## config.mk

```make
export PLATFORM = sky130hd
export DESIGN_NAME = imem_loader
export DESIGN_NICKNAME = d
export VERILOG_FILES = /design/src/rtl/legv8_pkg.sv /design/src/rtl/byte_packer.sv /design/src/rtl/imem_loader.sv
export SDC_FILE = /design/constraint.sdc
export NUM_CORES = 1
export LEC_CHECK = 0
export CAP_MARGIN = 20
export CORE_ASPECT_RATIO = 0.8
export CORE_MARGIN = 1
export CORE_UTILIZATION = 50
export DETAILED_ROUTE_END_ITERATION = 8
export MAX_ROUTING_LAYER = met4
export PLACE_DENSITY = 0.8
export SYNTH_ARGS = -nofsm -noshare
export SYNTH_HDL_FRONTEND = slang
export SYNTH_SLANG_ARGS = --single-unit
```

## constraint.sdc

```tcl
create_clock -name clk -period 3.9 [get_ports clk]
set_clock_uncertainty 0.15 [all_clocks]
set_input_delay 0.585 -clock clk [delete_from_list [all_inputs] [get_ports clk]]
set_output_delay 0.585 -clock clk [all_outputs]
set_load 0.02 [all_outputs]
```

## src/rtl/legv8_pkg.sv

```systemverilog
// Shared LEGv8 definitions: instruction geometry and the program-loader state encoding.
package legv8_pkg;
  localparam int INSTR_W         = 32;
  localparam int BYTES_PER_INSTR = 4;

  typedef enum logic [2:0] {
    ST_HDR0,
    ST_HDR1,
    ST_DATA,
    ST_WRITE,
    ST_DONE
  } loader_state_t;

  // Word index to byte address; the fetch path walks the same 4-byte stride.
  function automatic logic [17:0] word_byte_addr(input logic [15:0] idx);
    return {idx, 2'b00};
  endfunction
endpackage

```

## src/rtl/byte_packer.sv

```systemverilog
// Packs a little-endian byte stream into instruction words: first byte lands in [7:0].
module byte_packer
  import legv8_pkg::*;
(
  input  logic               clk,
  input  logic               reset,
  input  logic [7:0]         byte_data,
  input  logic               byte_strobe,
  output logic               word_valid,
  output logic [INSTR_W-1:0] word
);
  localparam logic [1:0] LAST_IDX = 2'(BYTES_PER_INSTR - 1);

  logic [1:0]         byte_idx;
  logic [INSTR_W-9:0] sr;

  always_ff @(posedge clk) begin
    if (reset) begin
      byte_idx <= '0;
      sr       <= '0;
    end else if (byte_strobe) begin
      byte_idx <= byte_idx + 2'd1;
      sr       <= {byte_data, sr[INSTR_W-9:8]};
    end
  end

  // The last byte completes the word combinationally so the write can be registered next edge.
  assign word_valid = byte_strobe && (byte_idx == LAST_IDX);
  assign word       = {byte_data, sr};
endmodule

```

## src/rtl/imem_loader.sv

```systemverilog
// Loads instruction memory from a length-prefixed byte stream and holds the core until done.
//
// state    | meaning
// HDR0     | waiting for word count low byte
// HDR1     | waiting for word count high byte
// DATA     | collecting payload bytes into the next word
// WRITE    | one-cycle memory write strobe, stream paused
// DONE     | load finished, core released, waits for start
module imem_loader
  import legv8_pkg::*;
#(
  parameter int IM_WORDS = 64,
  parameter int ADDR_W   = 64
) (
  input  logic               clk,
  input  logic               reset,
  input  logic [7:0]         in_data,
  input  logic               in_valid,
  output logic               in_ready,
  input  logic               start,
  output logic               im_wr_en,
  output logic [ADDR_W-1:0]  im_wr_addr,
  output logic [INSTR_W-1:0] im_wr_data,
  output logic               cpu_hold,
  output logic               done,
  output logic               overflow
);
  localparam logic [16:0] IM_WORDS_L = 17'(IM_WORDS);

  loader_state_t      state;
  logic [7:0]         cnt_lo;
  logic [15:0]        n_total;
  logic [16:0]        wr_limit;
  logic [15:0]        word_idx;
  logic [15:0]        idx_next;
  logic [15:0]        hdr_count;
  logic               xfer;
  logic               pk_strobe;
  logic               word_valid;
  logic [INSTR_W-1:0] word;

  assign xfer      = in_valid && in_ready;
  assign pk_strobe = xfer && (state == ST_DATA);
  assign hdr_count = {in_data, cnt_lo};
  assign idx_next  = word_idx + 16'd1;

  byte_packer u_packer (
    .clk        (clk),
    .reset      (reset),
    .byte_data  (in_data),
    .byte_strobe(pk_strobe),
    .word_valid (word_valid),
    .word       (word)
  );

  always_ff @(posedge clk) begin
    if (reset) begin
      state      <= ST_HDR0;
      cnt_lo     <= '0;
      n_total    <= '0;
      wr_limit   <= '0;
      word_idx   <= '0;
      in_ready   <= 1'b1;
      cpu_hold   <= 1'b1;
      im_wr_en   <= 1'b0;
      im_wr_addr <= '0;
      im_wr_data <= '0;
      done       <= 1'b0;
      overflow   <= 1'b0;
    end else begin
      done     <= 1'b0;
      im_wr_en <= 1'b0;
      case (state)
        ST_HDR0: if (xfer) begin
          cnt_lo <= in_data;
          state  <= ST_HDR1;
        end
        ST_HDR1: if (xfer) begin
          n_total <= hdr_count;
          if (hdr_count == 16'd0) begin
            state    <= ST_DONE;
            done     <= 1'b1;
            cpu_hold <= 1'b0;
            in_ready <= 1'b0;
          end else begin
            // Oversized programs are still drained; only the write limit is clamped.
            if ({1'b0, hdr_count} > IM_WORDS_L) begin
              overflow <= 1'b1;
              wr_limit <= IM_WORDS_L;
            end else begin
              wr_limit <= {1'b0, hdr_count};
            end
            state <= ST_DATA;
          end
        end
        ST_DATA: if (word_valid) begin
          state    <= ST_WRITE;
          in_ready <= 1'b0;
          if ({1'b0, word_idx} < wr_limit) begin
            im_wr_en   <= 1'b1;
            im_wr_addr <= ADDR_W'(word_byte_addr(word_idx));
            im_wr_data <= word;
          end
        end
        ST_WRITE: begin
          word_idx <= idx_next;
          if (idx_next == n_total) begin
            state    <= ST_DONE;
            done     <= 1'b1;
            cpu_hold <= 1'b0;
          end else begin
            state    <= ST_DATA;
            in_ready <= 1'b1;
          end
        end
        ST_DONE: if (start) begin
          state    <= ST_HDR0;
          word_idx <= '0;
          in_ready <= 1'b1;
          cpu_hold <= 1'b1;
        end
        default: state <= ST_HDR0;
      endcase
    end
  end
endmodule

```

[After elaboration in Yosys (flattened, before gate mapping)]
Cells that the tools add are included.
Storage, ports and cells
  flip-flop bits (word level): 139
  input bits: 12
  output and inout bits: 101
  word-level logic and storage cells: 75
Operators by class
  $add $sub $neg: 2
  magnitude comparators: 2
  equality and inequality tests: 13
  muxes and demuxes: 23
  bitwise gates (word level): 3
  reductions and logical operators: 18
Operator list (count)
  two-way mux 16 bit: 2
  one-hot mux 16 bit (2 select lines): 1
  two-way mux 3 bit: 6
  less-than comparator 16 x 17 -> 1 bit: 1
  adder 16 x 1 -> 16 bit (second input constant): 1
  == test 16 bit: 1
  greater-than comparator 16 x 7 -> 1 bit (second input constant): 1
  zero test 16 bit: 1
  one-hot mux 3 bit (5 select lines): 1
  inequality test 2 bit (second input constant): 6
  two-way mux 1 bit: 10
  AND reduction 4 bit: 2
  == test 3 x 2 -> 1 bit (second input constant): 2
  AND reduction 2 bit: 3
  AND reduction 3 bit: 2
  AND reduction 6 bit: 1
  AND reduction 5 bit: 1
  one-hot mux 1 bit (4 select lines): 1
  nonzero test 4 bit: 1
  == test 3 x 1 -> 1 bit (second input constant): 1
  == test 3 bit (second input constant): 1
  logical AND 1 bit: 3
  zero test 3 bit: 1
  NOT 1 bit: 3
  8 further kinds: 8

[Longest topological paths before layout]
  depth after elaboration: 5
  gate-level depth with buffers: 10
  mapped depth without buffers: 8

[Hierarchy]
A second synthesis with hierarchy kept.
Second synthesis, totals
  cells, all modules: 969
  area total of the unflattened synthesis: 8403.1 um^2
Modules (own cells, without submodules)
  imem_loader: times used 1, cells each 875, area each 7379.6 um^2
  byte_packer: times used 1, cells each 94, area each 1023.5 um^2

[Worst setup path after synthesis]
Ideal clock, no wire load.
  path type: register -> register
  start point: reg word_idx[1]
  end point: reg done
  library setup time: 87 ps
  arrival: 2162 ps
  data required time: 3663 ps
  path slack: 1501 ps
  cell stages (with the launch flop): 8
  path buffers: 0
  cell sequence: dfxtp_1 ha_1 nand3_1 nor4_1 xnor2_1 nor2_1 or4_1 o31ai_1
Between the ends
  word-level cells in the longest chain between the ends: 4
RTL lines
  start: declaration: RTL line imem_loader.sv:34  | logic [15:0] word_idx;
  start signal: assignment: RTL line imem_loader.sv:106  | word_idx <= idx_next;
  adder 16 x 1 -> 16 bit: RTL line imem_loader.sv:45  | assign idx_next = word_idx + 16'd1;
  == test 16 bit: RTL line imem_loader.sv:107  | if (idx_next == n_total) begin
  two-way mux 1 bit: RTL line imem_loader.sv:107
  one-hot mux 1 bit (2 select lines): RTL line imem_loader.sv:73  | case (state)
  end signal: assignment: RTL line imem_loader.sv:71  | done <= 1'b0;
  end signal: assignment: RTL line imem_loader.sv:82  | done <= 1'b1;
  end signal: assignment: RTL line imem_loader.sv:109  | done <= 1'b1;
  end: declaration: RTL line imem_loader.sv:25  | output logic done,
No other way between the ends.
A chain may end at the register's enable or synchronous reset.

[Worst setup path after layout]
  start point: reg word_idx[0]
  end point: reg done
The elaborated chain is that of the path after synthesis.

==> flow_summary.json <==
{
  "status": "finished, final reports clean",
  "synth_edf_count": 0,
  "cts_buffers": 17,
  "cts-resized-gates": 0,
  "synth_area_per_cell_sq_um": 8.597,
  "grt_pass1_vias": 4881,
  "dr.pass1.iters": 5,
  "die_w_microns": 133.1,
  "initial_utilization": 0.5231,
  "min_period_ns": 2.926,
  "num_rows": 37,
  "cts_tree": "yes",
  "async_flop_share": 0,
  "finalSetupViolations": 0,
  "drive_above_1_share": 0.05751,
  "fmax_ghz": 0.3418,
  "r2r_cells": 7,
  "cp-end-kind": "register",
  "wirelength_microns": 15380,
  "place.gp.congestion": 0.9939,
  "vias": 5430,
  "synth_area_sq_mm": 0.006878,
  "min_path_type": "reg -> reg",
  "grt_start_max_net_pins": 124,
  "wire_per_inst_microns": 14.98,
  "ys_seq_elements": 138,
  "gr-total-overflow": 0,
  "rsz0062_at_grt": "false",
  "worst_ep_arrival_time_ns": 3.11,
  "path_clk_slew_ns": 0.06,
  "hold_depth": 2,
  "tns_ns": 0,
  "startpoint_type": "register",
  "r2r_setup_slack_ns": 0.97,
  "r2r_start": "word_idx[0]",
  "synth.distinct_cells": 56,
  "root_buffer": "clkbuf_16",
  "critPathKind": "reg -> reg",
  "io_pins": 113,
  "clock_sinks": 138,
  "synthFlopType": "dfxtp_1",
  "syn_to_final_growth_pct": 15.99,
  "crit_path_cell_trace": "ha_1 -> nand3_1 -> nor4_1 -> xnor2_1 -> nor2_1 -> or4_1 -> o31ai_1",
  "placed_cells": 995,
  "final_cells": 1027,
  "grt_pass1_wl_microns": 24970,
  "cpPeakStageDelay_ns": 0.55,
  "ant_nets": 0,
  "drv_slew": 0,
  "finalHoldViolations": 0,
  "final_cell_mix": "dfxtp_1 (138), nand2b_1 (100), nand2_1 (81)",
  "cp_max_fo": 9,
  "drc": 0,
  "drv_cap": 0,
  "rr_endpoint": "done",
  "die-area_sq_mm": 0.01423,
  "power_mw": 3.207,
  "p_leak_nw": 2.738,
  "grt.total_usage": 0.2301,
  "antenna_found_initial": 0,
  "core_sq_mm": 0.01315,
  "layout_commonest_cell": "dfxtp_1",
  "drt_iter0_drc": 546,
  "tightestPinTransition_ns": 1.020,
  "fin_nets": 868,
  "period_share": 0.7503,
  "hold_buffers": 0,
  "vias_per_cell": 5.287,
  "syn_inst": 800,
  "cts_buffer_depth": 2,
  "seq_area_frac_synth": 0.4017,
  "cp.required_ns": 4.08,
  "min_to": "wr_limit[15]",
  "slew_headroom": 0.3199,
  "powerDensity_mw_per_mm2": 402.0,
  "cp_slowest_cell": "nor4_1",
  "cts_htree_levels": 4,
  "antenna_cells": 0,
  "cts_setup_buffers": 0,
  "ys.warnings.count": 0,
  "io_buffers": 64,
  "die_h_microns": 106.9,
  "hpwlAfterDp_microns": 10630,
  "min_from": "wr_limit[15]",
  "peakVddDrop_mv": 0.3499,
  "clkLatencyLatePin_ns": 0.42
}
[Yosys cell counts (2+ instances only)]
master / count / area (sq um)
nor2b_1: 4 / 25.02
xor2_1: 6 / 52.55
or4_1: 3 / 22.52
o2111ai_1: 2 / 17.52
a22oi_1: 3 / 22.52
mux2i_1: 72 / 720.7
a211oi_1: 3 / 22.52
nand3_1: 20 / 100.1
a31oi_1: 5 / 31.28
nor3_1: 19 / 95.09
or2_2: 4 / 25.02
nand2_1: 81 / 304.0
o31ai_1: 4 / 30.03
buf_4: 54 / 405.4
nor2_1: 62 / 232.7
nor3b_1: 2 / 15.01
inv_1: 18 / 67.56
nand4_1: 2 / 12.51
o21ai_0: 20 / 100.1
nand4b_1: 2 / 17.52
buf_6: 2 / 22.52
and4_1: 2 / 17.52
nand2b_1: 100 / 625.6
xnor2_1: 13 / 113.9
buf_2: 6 / 30.03
and3_1: 5 / 31.28
or3_1: 8 / 50.05
buf_1: 2 / 7.510
dfxtp_1: 138 / 2763
a21o_1: 3 / 22.52
nor4_1: 6 / 37.54
clkbuf_1: 34 / 127.6
and2_1: 3 / 18.77
a21oi_1: 50 / 250.2
a311oi_1: 5 / 43.79
ha_1: 17 / 212.7
[sequential cells by signal (all words and copies together) (netlist names)]
signal             flops
u_packer.byte_idx      2
im_wr_en               1
state                  3
cnt_lo                 8
u_packer.sr           24
n_total               16
in_ready               1
overflow               1
im_wr_data            32
im_wr_addr            16
cpu_hold               1
word_idx              16
done                   1
wr_limit              16
[worst max-delay path by stage]
| stage | from | to | slack, ns | depth (start not counted) |
|---|---|---|---|---|
| 6_report | word_idx[0] | done | 0.97 | 7 |
| 5_1_grt | word_idx[0] | done | 0.75 | 7 |
| 4_1_cts | word_idx[0] | done | 0.98 | 7 |
| 3_5_place_dp | in_data[5] | in_ready | 0.96 | 6 |
| 3_3_place_gp | in_data[5] | wr_limit[5] | 1.03 | 7 |
| 2_1_floorplan | word_idx[1] | done | 1.50 | 7 |
[cell families after synthesis]
logic type,share of synthesized area
AOI/OAI and AO/OA,0.09951
xor gates and xnor gates,0.02420
adders and majority gates,0.03093
buffers and inverters,0.09605
DFF,0.4017
muxes,0.1048
other,0.0005452
and+or+nand+nor,0.2423
[worst max-delay path, delay by kind of cell, from the launching register on]
kind                       cells  cell delay [ns]
and+or+nand+nor                4             1.41
AOI/OAI and AO/OA              1             0.24
xor gates and xnor gates       1             0.18
DFF                            1             0.53
adders and majority gates      1             0.32
[where the power goes]
part | leakage, nW | switching, mW | total (mW) | internal (mW)
sequential | 1.11 | 0.0210 | 1.45 | 1.43
combinational | 1.36 | 0.132 | 0.197 | 0.0655
clock | 0.265 | 0.655 | 1.56 | 0.908
[through the flow]
stage               utilization  setup slack (ns)  area [sq um]  hold WS (ns)
floorplan                     -             1.501          7054        0.2803
global placement         0.5628             1.035          7400        0.2935
detailed placement       0.5628            0.9592          7400        0.2956
CTS                      0.6068            0.9769          7978        0.3066
global route             0.6068            0.7521          7978        0.3237
finish                   0.6068            0.9739          7978        0.3049
[final cells by class]
class | count | area [sq um]
multi-input combinational | 593 | 3647
clock inverter | 14 | 138.9
fill | 1111 | 5170
clock buffer | 18 | 439.2
timing repair buffer | 71 | 703.2
tap | 175 | 219.0
sequential | 138 | 2763
inverter | 18 | 67.56
[layer usage]
| layer | track usage | part of all wire |
|---|---|---|
| met1 | 0.3368 | 0.51 |
| met2 | 0.3160 | 0.42 |
| met3 | 0.04917 | 0.062 |
| met4 | 0.06250 | 0.011 |
| met5 | - | 0 |
No activity file was read; power rests on OpenSTA's default activity.
